### src/rtl/nor_stim_pkg.sv
// ----------------------------------------------------------------------------
// nor_stim_pkg
// Shared definitions for the NOR gate stimulus generator:
//   state_e       FSM state encoding (IDLE / RUN / DONE)
//   NUM_VEC       number of stimulus vectors per run
//   VEC_IDX_W     width of the vector index
//   ERR_W         width of the mismatch counter
//   nor_expected  ideal NOR response for a given vector index
// ----------------------------------------------------------------------------
package nor_stim_pkg;

    typedef enum logic [1:0] {
        IDLE = 2'd0,
        RUN  = 2'd1,
        DONE = 2'd2
    } state_e;

    localparam int NUM_VEC   = 4;
    localparam int VEC_IDX_W = 2;
    localparam int ERR_W     = 3;

    typedef logic [VEC_IDX_W-1:0] vec_idx_t;
    typedef logic [ERR_W-1:0]     err_cnt_t;

    localparam vec_idx_t LAST_VEC = vec_idx_t'(NUM_VEC - 1);

    // The vector index doubles as {din_a, din_b}, so the ideal gate output
    // is simply the NOR of its two bits.
    function automatic logic nor_expected(input vec_idx_t vec);
        return ~(vec[1] | vec[0]);
    endfunction

endpackage : nor_stim_pkg

### src/rtl/nor_stim_gen_hold_timer.sv
// ----------------------------------------------------------------------------
// hold_timer
// Loadable down-counter that measures how long each stimulus vector is held.
// Ports:
//   clk           clock, rising edge
//   rst           synchronous active-high reset (count cleared to 0)
//   load_i        load load_val_i into the counter (wins over en_i)
//   en_i          decrement enable; the count stops at 0
//   load_val_i    value to load (caller guarantees >= 1)
//   last_cycle_o  high while the count equals 1, i.e. the final hold cycle
// ----------------------------------------------------------------------------
module hold_timer #(
    parameter int HOLD_W = 4
) (
    input  logic              clk,
    input  logic              rst,
    input  logic              load_i,
    input  logic              en_i,
    input  logic [HOLD_W-1:0] load_val_i,
    output logic              last_cycle_o
);

    logic [HOLD_W-1:0] cnt_q;
    logic [HOLD_W-1:0] cnt_d;

    // NOTE: combinational blocks assign a default to every output first, so
    // no path leaves a signal unassigned and no latch is inferred.
    always_comb begin
        cnt_d = cnt_q;
        if (load_i) begin
            cnt_d = load_val_i;
        end else if (en_i && (cnt_q != '0)) begin
            cnt_d = cnt_q - HOLD_W'(1);
        end
    end

    // NOTE: state registers use non-blocking assignments so every flop
    // samples its inputs from the same pre-edge values.
    always_ff @(posedge clk) begin
        if (rst) begin
            cnt_q <= '0;
        end else begin
            cnt_q <= cnt_d;
        end
    end

    assign last_cycle_o = (cnt_q == HOLD_W'(1));

endmodule : hold_timer

### src/rtl/nor_stim_gen.sv
// ----------------------------------------------------------------------------
// nor_stim_gen
// Drives the four input combinations 00, 01, 10, 11 into an external NOR gate,
// holds each for N = max(hold_cycles, 1) cycles, checks the returned gate
// output on the last cycle of each vector and reports the mismatch count.
// Ports:
//   clk          clock, rising edge
//   rst          synchronous active-high reset; aborts a run without done
//   start        run request, only accepted in IDLE
//   hold_cycles  cycles per vector, latched at start (0 treated as 1)
//   din_a/din_b  registered stimulus to the gate (0 outside RUN)
//   dout_in      gate output returned from the device under stimulus
//   busy         high while vectors are being driven
//   done         one-cycle pulse after the last vector was checked
//   err_cnt      mismatches seen in the current / last run (0..4)
//   pass         high when the last completed run had no mismatches
// ----------------------------------------------------------------------------
module nor_stim_gen
    import nor_stim_pkg::*;
#(
    parameter int HOLD_W = 4
) (
    input  logic              clk,
    input  logic              rst,
    input  logic              start,
    input  logic [HOLD_W-1:0] hold_cycles,
    output logic              din_a,
    output logic              din_b,
    input  logic              dout_in,
    output logic              busy,
    output logic              done,
    output logic [ERR_W-1:0]  err_cnt,
    output logic              pass
);

    state_e            state_q, state_d;
    vec_idx_t          vec_q,   vec_d;
    err_cnt_t          err_q,   err_d;
    logic              pass_q,  pass_d;
    logic [HOLD_W-1:0] hold_q,  hold_d;

    logic              tmr_load;
    logic [HOLD_W-1:0] tmr_val;
    logic              tmr_last;
    logic [HOLD_W-1:0] hold_eff;

    assign hold_eff = (hold_cycles == '0) ? HOLD_W'(1) : hold_cycles;

    hold_timer #(
        .HOLD_W (HOLD_W)
    ) u_hold_timer (
        .clk          (clk),
        .rst          (rst),
        .load_i       (tmr_load),
        .en_i         (state_q == RUN),
        .load_val_i   (tmr_val),
        .last_cycle_o (tmr_last)
    );

    always_comb begin
        state_d  = state_q;
        vec_d    = vec_q;
        err_d    = err_q;
        pass_d   = pass_q;
        hold_d   = hold_q;
        tmr_load = 1'b0;
        tmr_val  = hold_q;

        unique case (state_q)
            IDLE: begin
                if (start) begin
                    state_d  = RUN;
                    vec_d    = '0;
                    err_d    = '0;
                    pass_d   = 1'b0;
                    hold_d   = hold_eff;
                    tmr_load = 1'b1;
                    tmr_val  = hold_eff;
                end
            end

            RUN: begin
                // The gate response is judged only on the final hold cycle,
                // giving the downstream path N-1 cycles to settle.
                if (tmr_last) begin
                    if (dout_in != nor_expected(vec_q)) begin
                        err_d = err_q + err_cnt_t'(1);
                    end
                    if (vec_q == LAST_VEC) begin
                        state_d = DONE;
                        vec_d   = '0;
                        pass_d  = (err_d == '0);
                    end else begin
                        vec_d    = vec_q + vec_idx_t'(1);
                        tmr_load = 1'b1;
                    end
                end
            end

            DONE: begin
                state_d = IDLE;
            end

            default: begin
                state_d = IDLE;
            end
        endcase
    end

    // NOTE: every control and result register is reset; there is no memory
    // array here, so nothing is left to power up undefined.
    always_ff @(posedge clk) begin
        if (rst) begin
            state_q <= IDLE;
            vec_q   <= '0;
            err_q   <= '0;
            pass_q  <= 1'b0;
            hold_q  <= '0;
        end else begin
            state_q <= state_d;
            vec_q   <= vec_d;
            err_q   <= err_d;
            pass_q  <= pass_d;
            hold_q  <= hold_d;
        end
    end

    // The vector index register is the stimulus itself and is forced to 00
    // whenever the FSM leaves RUN, so the outputs are glitch-free flops.
    assign din_a   = vec_q[1];
    assign din_b   = vec_q[0];
    assign busy    = (state_q == RUN);
    assign done    = (state_q == DONE);
    assign err_cnt = err_q;
    assign pass    = pass_q;

endmodule : nor_stim_gen

### config.mk
export PLATFORM = sky130hd
export DESIGN_NAME = nor_stim_gen
export DESIGN_NICKNAME = d
export VERILOG_FILES = /design/src/rtl/nor_stim_pkg.sv /design/src/rtl/nor_stim_gen_hold_timer.sv /design/src/rtl/nor_stim_gen.sv
export SDC_FILE = /design/constraint.sdc
export NUM_CORES = 1
export LEC_CHECK = 0
export CAP_MARGIN = 20
export CORE_MARGIN = 1
export CORE_UTILIZATION = 54
export CTS_BUF_LIST = sky130_fd_sc_hd__clkbuf_8 sky130_fd_sc_hd__clkbuf_16
export CTS_CLUSTER_SIZE = 12
export DETAILED_ROUTE_END_ITERATION = 7
export PLACE_DENSITY = 0.81
export SLEW_MARGIN = 20
export SYNTH_ARGS = -nofsm -noshare
export SYNTH_HDL_FRONTEND = slang
export SYNTH_SLANG_ARGS = --single-unit
### constraint.sdc
create_clock -name clk -period 4.2 [get_ports clk]
set_clock_uncertainty 0.15 [all_clocks]
set_input_delay 0.42 -clock clk [delete_from_list [all_inputs] [get_ports clk]]
set_output_delay 0.42 -clock clk [all_outputs]
set_load 0.05 [all_outputs]
==> summary.md, run 1 <==
| Metric | Value |
|---|---|
| Status | `completed` |
| Hold WS | `0.340 ns` |
| Antenna Nets Post-Route | `0` |
| Max-cap violation count | `0` |
| Fraction of registers with async set/reset | `0%` |
| Initial Utilization | `59.0%` |
| Fraction of layout instances using a drive strength above 1 | `9.17%` |
| Finish-stage setup viols | `0` |
| Number of synthesis warnings | `0` |
| DR vias/cell | `5.94` |
| Initial antenna violation count | `0` |
| # rows | `14` |
| Commonest cells after routing, fill and taps aside | `dfxtp_1 (16), clkdlybuf4s50_1 (15), nor2_1 (13)` |
| Grt ovf | `0` |
| Max FO, Critical Path | `8` |
| Final Hold Fails | `0` |
| Count of cell types in the netlist | `39` |
| Syn_nets | `120` |
| FILL cells | `131` |
| DR WL/cell | `14.4 um` |
| CP Launch Point | `state_q[0]` |
| Register area | `320 um2` |
| Reg2Reg Depth | `6` |
| I/O Buffers | `15` |
| Util after Layout | `72.0%` |
| Critical Path Sink Type | `output port` |
| GRT Total Usage | `24.1%` |
| CTS tree | `built` |
| Seq cells post-synth | `16` |
| CP cell instances | `nand2b_1 > inv_2 > clkdlybuf4s50_1` |
| Post-CTS setup buffers | `0` |
| Synthesis-to-layout area growth | `22.0%` |
| Synth Flop Type | `dfxtp_1` |
| DR pass1 iterations | `4` |
| CP max-delay cell | `clkdlybuf4s50_1` |
| Area of the multi-input gates | `538 um2` |
| CP Launch Type | `flop` |
| DP HPWL | `1390 um` |
| Slew at the pin with the worst max-slew slack | `0.586 ns` |
| CTS Buffer Depth | `2` |
| Number of global-route vias before repair | `728` |
| First-pass GRT wire length | `3280 um` |
| FF-to-FF End | `u_hold_timer.cnt_q[3]` |
| Power density over the cells | `357 nW/um2` |
| Most common cell after layout, fill and taps aside | `dfxtp_1` |
| Sequential area share after synthesis | `35.2%` |
| Largest net degree at the start of global routing | `18` |
| Die Y | `43.0 um` |
| DRC errors left | `0` |
| Req. time, crit path | `3.63 ns` |
| Cts hold-fix bufs | `0` |
| Slew Limit Fails | `0` |
| Hold crit path type | `reg2reg` |
| Setup tns final | `0 ns` |
| ANT cells | `0` |
| End point of the critical path | `busy` |
| PostCTS Resize Cnt | `0` |
| Crit Path Category | `reg2out` |
| Die area | `1850 um2` |
| Post-synth EDFFs | `0` |
| Die width | `43.0 um` |
| I/O pin count | `16` |
| Placer Congestion | `0.772` |
| Crit share post-route | `60.6%` |
| Fmax | `393 MHz` |
| P_leak | `0.428 nW` |
| Cts bufs inserted | `3` |
| Mapped Area | `910 um2` |
| TritonCTS Sinks | `16` |
| Post-DP Area | `1050 um2` |
| FF-to-FF setup slack | `2.21 ns` |
| Syn_area_per_cell | `8.58 um2` |
| Drt initial violations | `24` |
| Max-slew headroom | `60.8%` |
| Nets@finish | `135` |
| Htree depth | `1` |
| Placed insts | `132` |
| Min Tclk post-route | `2.54 ns` |
| Clock latency on the worst-skew pair | `0.26 ns` |
| CP arrival | `1.97 ns` |
| Detailed-route via count | `808` |
| FF-to-FF Start | `u_hold_timer.cnt_q[1]` |
| Detailed Route WL | `1960 um` |
| Core ar. | `1540 um2` |
| CTS Root Buffer Type | `clkbuf_8` |
| CP max stage delay | `0.81 ns` |
| Clock transition at the registers of the reported paths | `0.07 ns` |
| Layout Cells excl Fill | `136` |
| Post-synthesis cell count | `106` |
| Worst VDD drop | `0.248 mV` |
| Cell area after layout | `1110 um2` |
| RSZ-0062 raised after global routing | `false` |
Yosys cell counts, drive strengths merged (2+ instances only):
cell type	instances	area share, %
dfxtp	16	35
buf	3	1.9
or3	3	2.1
a31oi	3	2.8
nor3	3	1.7
xor2	2	1.9
nor2	13	5.4
a311oi	2	1.9
mux2i	2	2.2
nand3	4	2.2
o31ai	3	3.0
inv	7	2.9
nand2	6	2.5
nor3b	3	3.6
a211oi	2	1.7
nor2b	2	1.4
ha	6	8.3
or3b	2	2.2
a21oi	9	5.0
clkbuf	2	0.83
kinds of logic after synthesis:
kind of cell | count (synthesis) | synth area share (%)
AOI/OAI and AO/OA | 25 | 19.1
xor gates and xnor gates | 3 | 2.89
adders and majority gates | 6 | 8.25
buffers and inverters | 12 | 5.64
DFF | 16 | 35.2
muxes | 3 | 3.85
and+or+nand+nor | 41 | 25.0
how the worst min path moves through the flow:
stage                     slack [ns]  startpoint   endpoint  depth (start not counted)
after detailed placement        0.32   hold_q[1]  hold_q[1]                          2
after global routing            0.37   hold_q[1]  hold_q[1]                          2
after CTS                       0.34   hold_q[1]  hold_q[1]                          2
after global placement          0.33   hold_q[1]  hold_q[1]                          2
after floorplan                 0.29   hold_q[1]  hold_q[1]                          2
final                           0.34   hold_q[1]  hold_q[1]                          2
report_power, final:
group | total (mW) | switching [mW] | leakage (nW) | internal [mW]
sequential | 0.171 | 0.0104 | 0.131 | 0.161
combinational | 0.0840 | 0.0473 | 0.268 | 0.0367
clock | 0.141 | 0.0579 | 0.0288 | 0.0834
through the flow:
| stage | setup slack, ns | power [mW] |
|---|---|---|
| final | 1.66 | 0.397 |
| after global routing | 1.58 | 0.411 |
| after CTS | 1.67 | 0.397 |
| after detailed placement | 1.97 | 0.256 |
| after global placement | 2.01 | 0.254 |
| after floorplan | 2.16 | 0.235 |
routing by layer:
layer	track usage [%]	up-vias	wire, um
met3	5.11	5	84
met1	32.5	374	986
li1	-	406	-
met2	36.7	23	847
met5	0	-	0
met4	10.9	0	36
flip-flops by register name, summed over array words and instances, names as in the netlist:
signal              cells
hold_q                  4
u_hold_timer.cnt_q      4
err_cnt                 3
state_q                 2
vec_q                   2
pass                    1
worst max-delay path: cells and delay by family, from the launching register on:
kind | cells | cell delay, ns
buffers and inverters | 2 | 0.98
flip-flops | 1 | 0.48
AND/OR/NAND/NOR | 1 | 0.25
layout make-up:
type	instances	area share, %
multi-input combinational	78	48.5
sequential	16	28.9
timing repair buffer	15	13.5
clock buffer	4	4.96
inverter	7	2.37
tap	16	1.80
(Power assumes the default switching activity.)
==> run 2: changes to the inputs <==
CORE_UTILIZATION = 50   (was 54)
PLACE_DENSITY = 0.76   (was 0.81)
clock period = 2.45 ns   (was 4.2 ns; I/O delays follow)
==> run 2 against run 1 <==
Setup slack worse by 1.5 ns. Highest routed layer unchanged. Register-to-register slack got worse by 1.7 ns. Count of clock-buffer cells in the layout unchanged. Non-clock buffer count stayed put. Die area increased by 7.6%. Routed wire length down 2.8%. Sequential power up 71%. Critical path type unchanged. Global-route usage shrank 2.4 points.
==> summary.md, run 2 (synthesis results as in run 1) <==
| Metric | Value |
|---|---|
| GRT Total Usage | `21.7%` |
| Crit Path Category | `reg2out` |
| Detailed-route via count | `808` |
| Clk pwr share | `34.8%` |
| Gate power share | `21.3%` |
| First-pass GRT wire length | `3100 um` |
| CTS Root Buffer Type | `clkbuf_8` |
| Number of global-route vias before repair | `696` |
| Min Tclk post-route | `2.34 ns` |
| Core ar. | `1710 um2` |
| Final Hold Fails | `0` |
| Initial antenna violation count | `0` |
| I/O pin count | `16` |
| Largest net degree at the start of global routing | `18` |
| Htree depth | `1` |
| RSZ-0062 raised after global routing | `false` |
| Fraction of layout instances using a drive strength above 1 | `9.17%` |
| Max-cap violation count | `0` |
| Worst VDD drop | `0.490 mV` |
| Initial Utilization | `53.3%` |
| Layout Cells excl Fill | `145` |
| Final worst setup slack | `0.107 ns` |
| Commonest cells after routing, fill and taps aside | `dfxtp_1 (16), clkdlybuf4s50_1 (15), nor2_1 (13)` |
| Setup slack at placement | `0.399 ns` |
| CP arrival | `1.95 ns` |
| NetSw | `0.186 mW` |
| Nets@finish | `135` |
| Sequential share of power | `43.9%` |
| Fmax | `427 MHz` |
| Drt initial violations | `22` |
| Critical Path Sink Type | `output port` |
| Hold Startpoint | `hold_q[1]` |
| Cts bufs inserted | `3` |
| Reg2Reg Depth | `6` |
| Synthesis-to-layout area growth | `23.2%` |
| Die area | `1990 um2` |
| DR vias/cell | `5.57` |
| Util after Layout | `65.6%` |
| DP HPWL | `1410 um` |
| Die width | `44.7 um` |
| FF-to-FF End | `err_cnt[2]` |
| Hold crit path type | `reg2reg` |
| Placer Congestion | `0.787` |
| CTS Buffer Depth | `2` |
| DR WL/cell | `13.1 um` |
| Most common cell after layout, fill and taps aside | `dfxtp_1` |
| Cts hold-fix bufs | `0` |
| Max-slew headroom | `61.6%` |
| Clock latency on the worst-skew pair | `0.25 ns` |
| Finish-stage setup viols | `0` |
| Clock transition at the registers of the reported paths | `0.06 ns` |
| Slew Limit Fails | `0` |
| Post-CTS setup buffers | `0` |
| Internal cell power | `0.481 mW` |
| Max FO, Critical Path | `8` |
| CTS tree | `built` |
| FF-to-FF Start | `vec_q[1]` |
| Die Y | `44.7 um` |
| PostCTS Resize Cnt | `0` |
| Slew at the pin with the worst max-slew slack | `0.574 ns` |
| Worst Hold Path EP | `hold_q[1]` |
| Grt ovf | `0` |
| Power density over the cells | `595 nW/um2` |
| Req. time, crit path | `2.06 ns` |
| Crit share post-route | `95.6%` |
| P_leak | `0.428 nW` |
| Switch share | `27.9%` |
| CP Launch Type | `flop` |
| FF-to-FF setup slack | `0.54 ns` |
| I/O Buffers | `15` |
| Antenna Nets Post-Route | `0` |
| # rows | `15` |
| TritonCTS Sinks | `16` |
| Detailed Route WL | `1900 um` |
| Hold path cells | `2` |
| DRC errors left | `0` |
| Status | `completed` |
| Setup tns final | `0 ns` |
| Placed insts | `141` |
| Hold WS | `0.344 ns` |
| ANT cells | `0` |
| DR pass1 iterations | `4` |
## run 2: cell counts in the layout (fill, tap and decap cells not counted)
Identical to the previous run, type by type.
## run 2: worst max-delay path by stage
stage	from	end	slack, ns	cells past startpoint
floorplan	vec_q[1]	err_cnt[2]	0.41	6
global placement	state_q[0]	busy	0.43	3
detailed placement	state_q[0]	busy	0.40	3
CTS	state_q[0]	busy	0.12	3
global route	state_q[0]	busy	0.006	3
finish	state_q[0]	busy	0.11	3
## run 2: area by class of cell
cell class                      count  area (um2)
Sequential cell                    16         320
Multi-Input combinational cell     78         538
Timing Repair Buffer               15         150
Inverter                            7        26.3
Tap cell                           25        31.3
Clock buffer                        4        55.1
Fill cell                         146         587
## run 2: through the flow
stage	instance area (um2)	power, mW
detailed placement	1070	0.439
CTS	1120	0.672
finish	1120	0.667
floorplan	910	0.402
global route	1120	0.705
global placement	1070	0.436
## run 2: layer usage
| metal | routed length, um | global-route usage [%] | vias to the layer above | share of wire [%] |
|---|---|---|---|---|
| met1 | 907 | 27.4 | 370 | 48 |
| met5 | 0 | 0 | - | 0 |
| li1 | - | - | 406 | - |
| met4 | 10 | 7.88 | 0 | 0.53 |
| met3 | 123 | 8.57 | 2 | 6.5 |
| met2 | 859 | 33.5 | 30 | 45 |
## run 2: worst max-delay path: stages, from the launching register on
cell and delay (ns):
dfxtp_1 0.47, nand2b_1 0.24, inv_2 0.17, clkdlybuf4s50_1 0.82
## run 2: power groups by stage
stage	Combinational (mW)	Clock, mW	Sequential [mW]
final	0.142	0.232	0.293
after global routing	0.156	0.253	0.295
after CTS	0.142	0.237	0.293
after detailed placement	0.140	0	0.298
after global placement	0.139	0	0.298
after floorplan	0.105	0	0.298
==> run 3: changes to the inputs <==
CORE_MARGIN = 5   (was 1)
GPL_TIMING_DRIVEN = 0   (was default)
PLACE_DENSITY = default   (was 0.76)
PLACE_DENSITY_LB_ADDON = 0.3   (was default)
==> run 3 against run 2 <==
Total power up 1.5%. Sequential share of layout area down 0.38 points. Count of clock-buffer cells in the layout unchanged. Via count up 0.12%. Die area up 39%. First-iteration DRC count down 59%. Critical path depth up 2. Hold slack worse by 0.14 ns. Utilization up 0.16 points. Sequential power about the same. Maximum frequency up 0.86%. Global-route usage down 5.7 points.
==> summary.md, run 3 (synthesis results as in run 1) <==
| Metric | Value |
|---|---|
| Status | `completed` |
| # rows | `15` |
| TritonCTS Sinks | `16` |
| FILL cells | `152` |
| Power density over the cells | `596 nW/um2` |
| I/O pin count | `16` |
| Min Tclk post-route | `2.32 ns` |
| DR vias/cell | `5.43` |
| Cell area after layout | `1140 um2` |
| Synthesis-to-layout area growth | `24.9%` |
| Cts hold-fix bufs | `0` |
| Worst VDD drop | `0.506 mV` |
| Fraction of layout instances using a drive strength above 1 | `11.3%` |
| Max FO, Critical Path | `8` |
| Number of global-route vias before repair | `788` |
| Placer Congestion | `0.795` |
| Hold Startpoint | `rst` |
| CP max-delay cell | `clkdlybuf4s50_1` |
| CP Launch Type | `flop` |
| CP max stage delay | `0.82 ns` |
| Commonest cells after routing, fill and taps aside | `dfxtp_1 (16), clkdlybuf4s50_1 (14), nor2_1 (13)` |
| CTS tree | `built` |
| Max-slew headroom | `66.9%` |
| Final Hold Fails | `0` |
| DR pass1 iterations | `4` |
| Buf/Inv on CP | `4` |
| CP arrival | `1.93 ns` |
| Nets@finish | `139` |
| Finish-stage setup viols | `0` |
| Detailed Route WL | `1910 um` |
| ANT cells | `0` |
| CTS Root Buffer Type | `clkbuf_8` |
| CTS Buffer Depth | `2` |
| Top Family by Delay on Critical Path | `buffers and inverters` |
| Slew Limit Fails | `0` |
| Setup tns final | `0 ns` |
| CP Launch Point | `state_q[0]` |
| I/O Buffers | `14` |
| Die area | `2770 um2` |
| Critical Path Sink Type | `output port` |
| Clock latency on the worst-skew pair | `0.25 ns` |
| Crit share post-route | `94.8%` |
| FF-to-FF Start | `u_hold_timer.cnt_q[0]` |
| Most common cell after layout, fill and taps aside | `dfxtp_1` |
| Crit Path Category | `reg2out` |
| DR WL/cell | `12.8 um` |
| Slew at the pin with the worst max-slew slack | `0.495 ns` |
| Max-cap violation count | `0` |
| GRT Total Usage | `16.1%` |
| CP cell instances | `buf_2 > nand2b_1 > buf_4 > inv_2 > clkdlybuf4s50_1` |
| Initial antenna violation count | `0` |
| Hold crit path type | `in2reg` |
| Antenna Nets Post-Route | `0` |
| Die width | `52.7 um` |
| RSZ-0062 raised after global routing | `false` |
| PostCTS Resize Cnt | `0` |
| Post-CTS setup buffers | `0` |
| Fmax | `431 MHz` |
| Req. time, crit path | `2.06 ns` |
| DRC errors left | `0` |
| First-pass GRT wire length | `3280 um` |
| Initial Utilization | `52.7%` |
| Detailed-route via count | `809` |
| Cts bufs inserted | `3` |
| Clock transition at the registers of the reported paths | `0.06 ns` |
| Post-DP Area | `1080 um2` |
| Largest net degree at the start of global routing | `11` |
| DP HPWL | `1450 um` |
| P_leak | `0.439 nW` |
| Grt ovf | `0` |
| Drt initial violations | `9` |
| Die Y | `52.7 um` |
| Core ar. | `1730 um2` |
| Htree depth | `1` |
| FF-to-FF setup slack | `0.57 ns` |
==> run 3: metrics by stage <==
step                hold WS, ns  instances  utilization (%)  setup slack [ns]  power, mW
floorplan                 0.250        106                -             0.412      0.402
global placement          0.311        145             62.6             0.389      0.438
detailed placement        0.312        145             62.6             0.385      0.443
CTS                       0.187        149             65.8             0.119      0.681
global route              0.244        149             65.8            0.0426      0.719
finish                    0.200        149             65.8             0.128      0.677
==> run 3: area by class of cell <==
cell class / instances / area (um2) / area share (%)
buffer: 5 / 25.0 / 2.20
timing repair buffer: 14 / 140 / 12.3
sequential: 16 / 320 / 28.2
clock buffer: 4 / 55.1 / 4.85
inverter: 7 / 26.3 / 2.31
tap: 25 / 31.3 / 2.75
multi-input combinational: 78 / 538 / 47.4
==> run 3: worst register-to-register path, cell delays in order (launching register included) <==
cell and delay, ns:
dfxtp_1 0.40, ha_1 0.21, nor3b_2 0.42, nand3_1 0.15, or3_1 0.33, a31oi_1 0.16
==> run 3: worst paths after layout <==
check	end	cells past startpoint
worst max-delay path	busy	5
worst min-delay path	hold_q[2]	2
worst max register to register	err_cnt[2]	5
worst min register to register	hold_q[1]	2
==> run 3: metal layers <==
layer	wire, um	global-route usage [%]	share of wire [%]	vias up
met4	11	2.98	0.58	0
li1	-	-	-	412
met5	0	0	0	-
met1	884	19.1	46	378
met2	910	27.1	48	17
met3	106	6.55	5.5	2
==> run 3: report_power, final <==
group	total [mW]	internal, mW	switching (mW)
combinational	0.150	0.0653	0.0848
sequential	0.290	0.276	0.0138
clock	0.237	0.143	0.0945
total	0.677	0.484	0.193
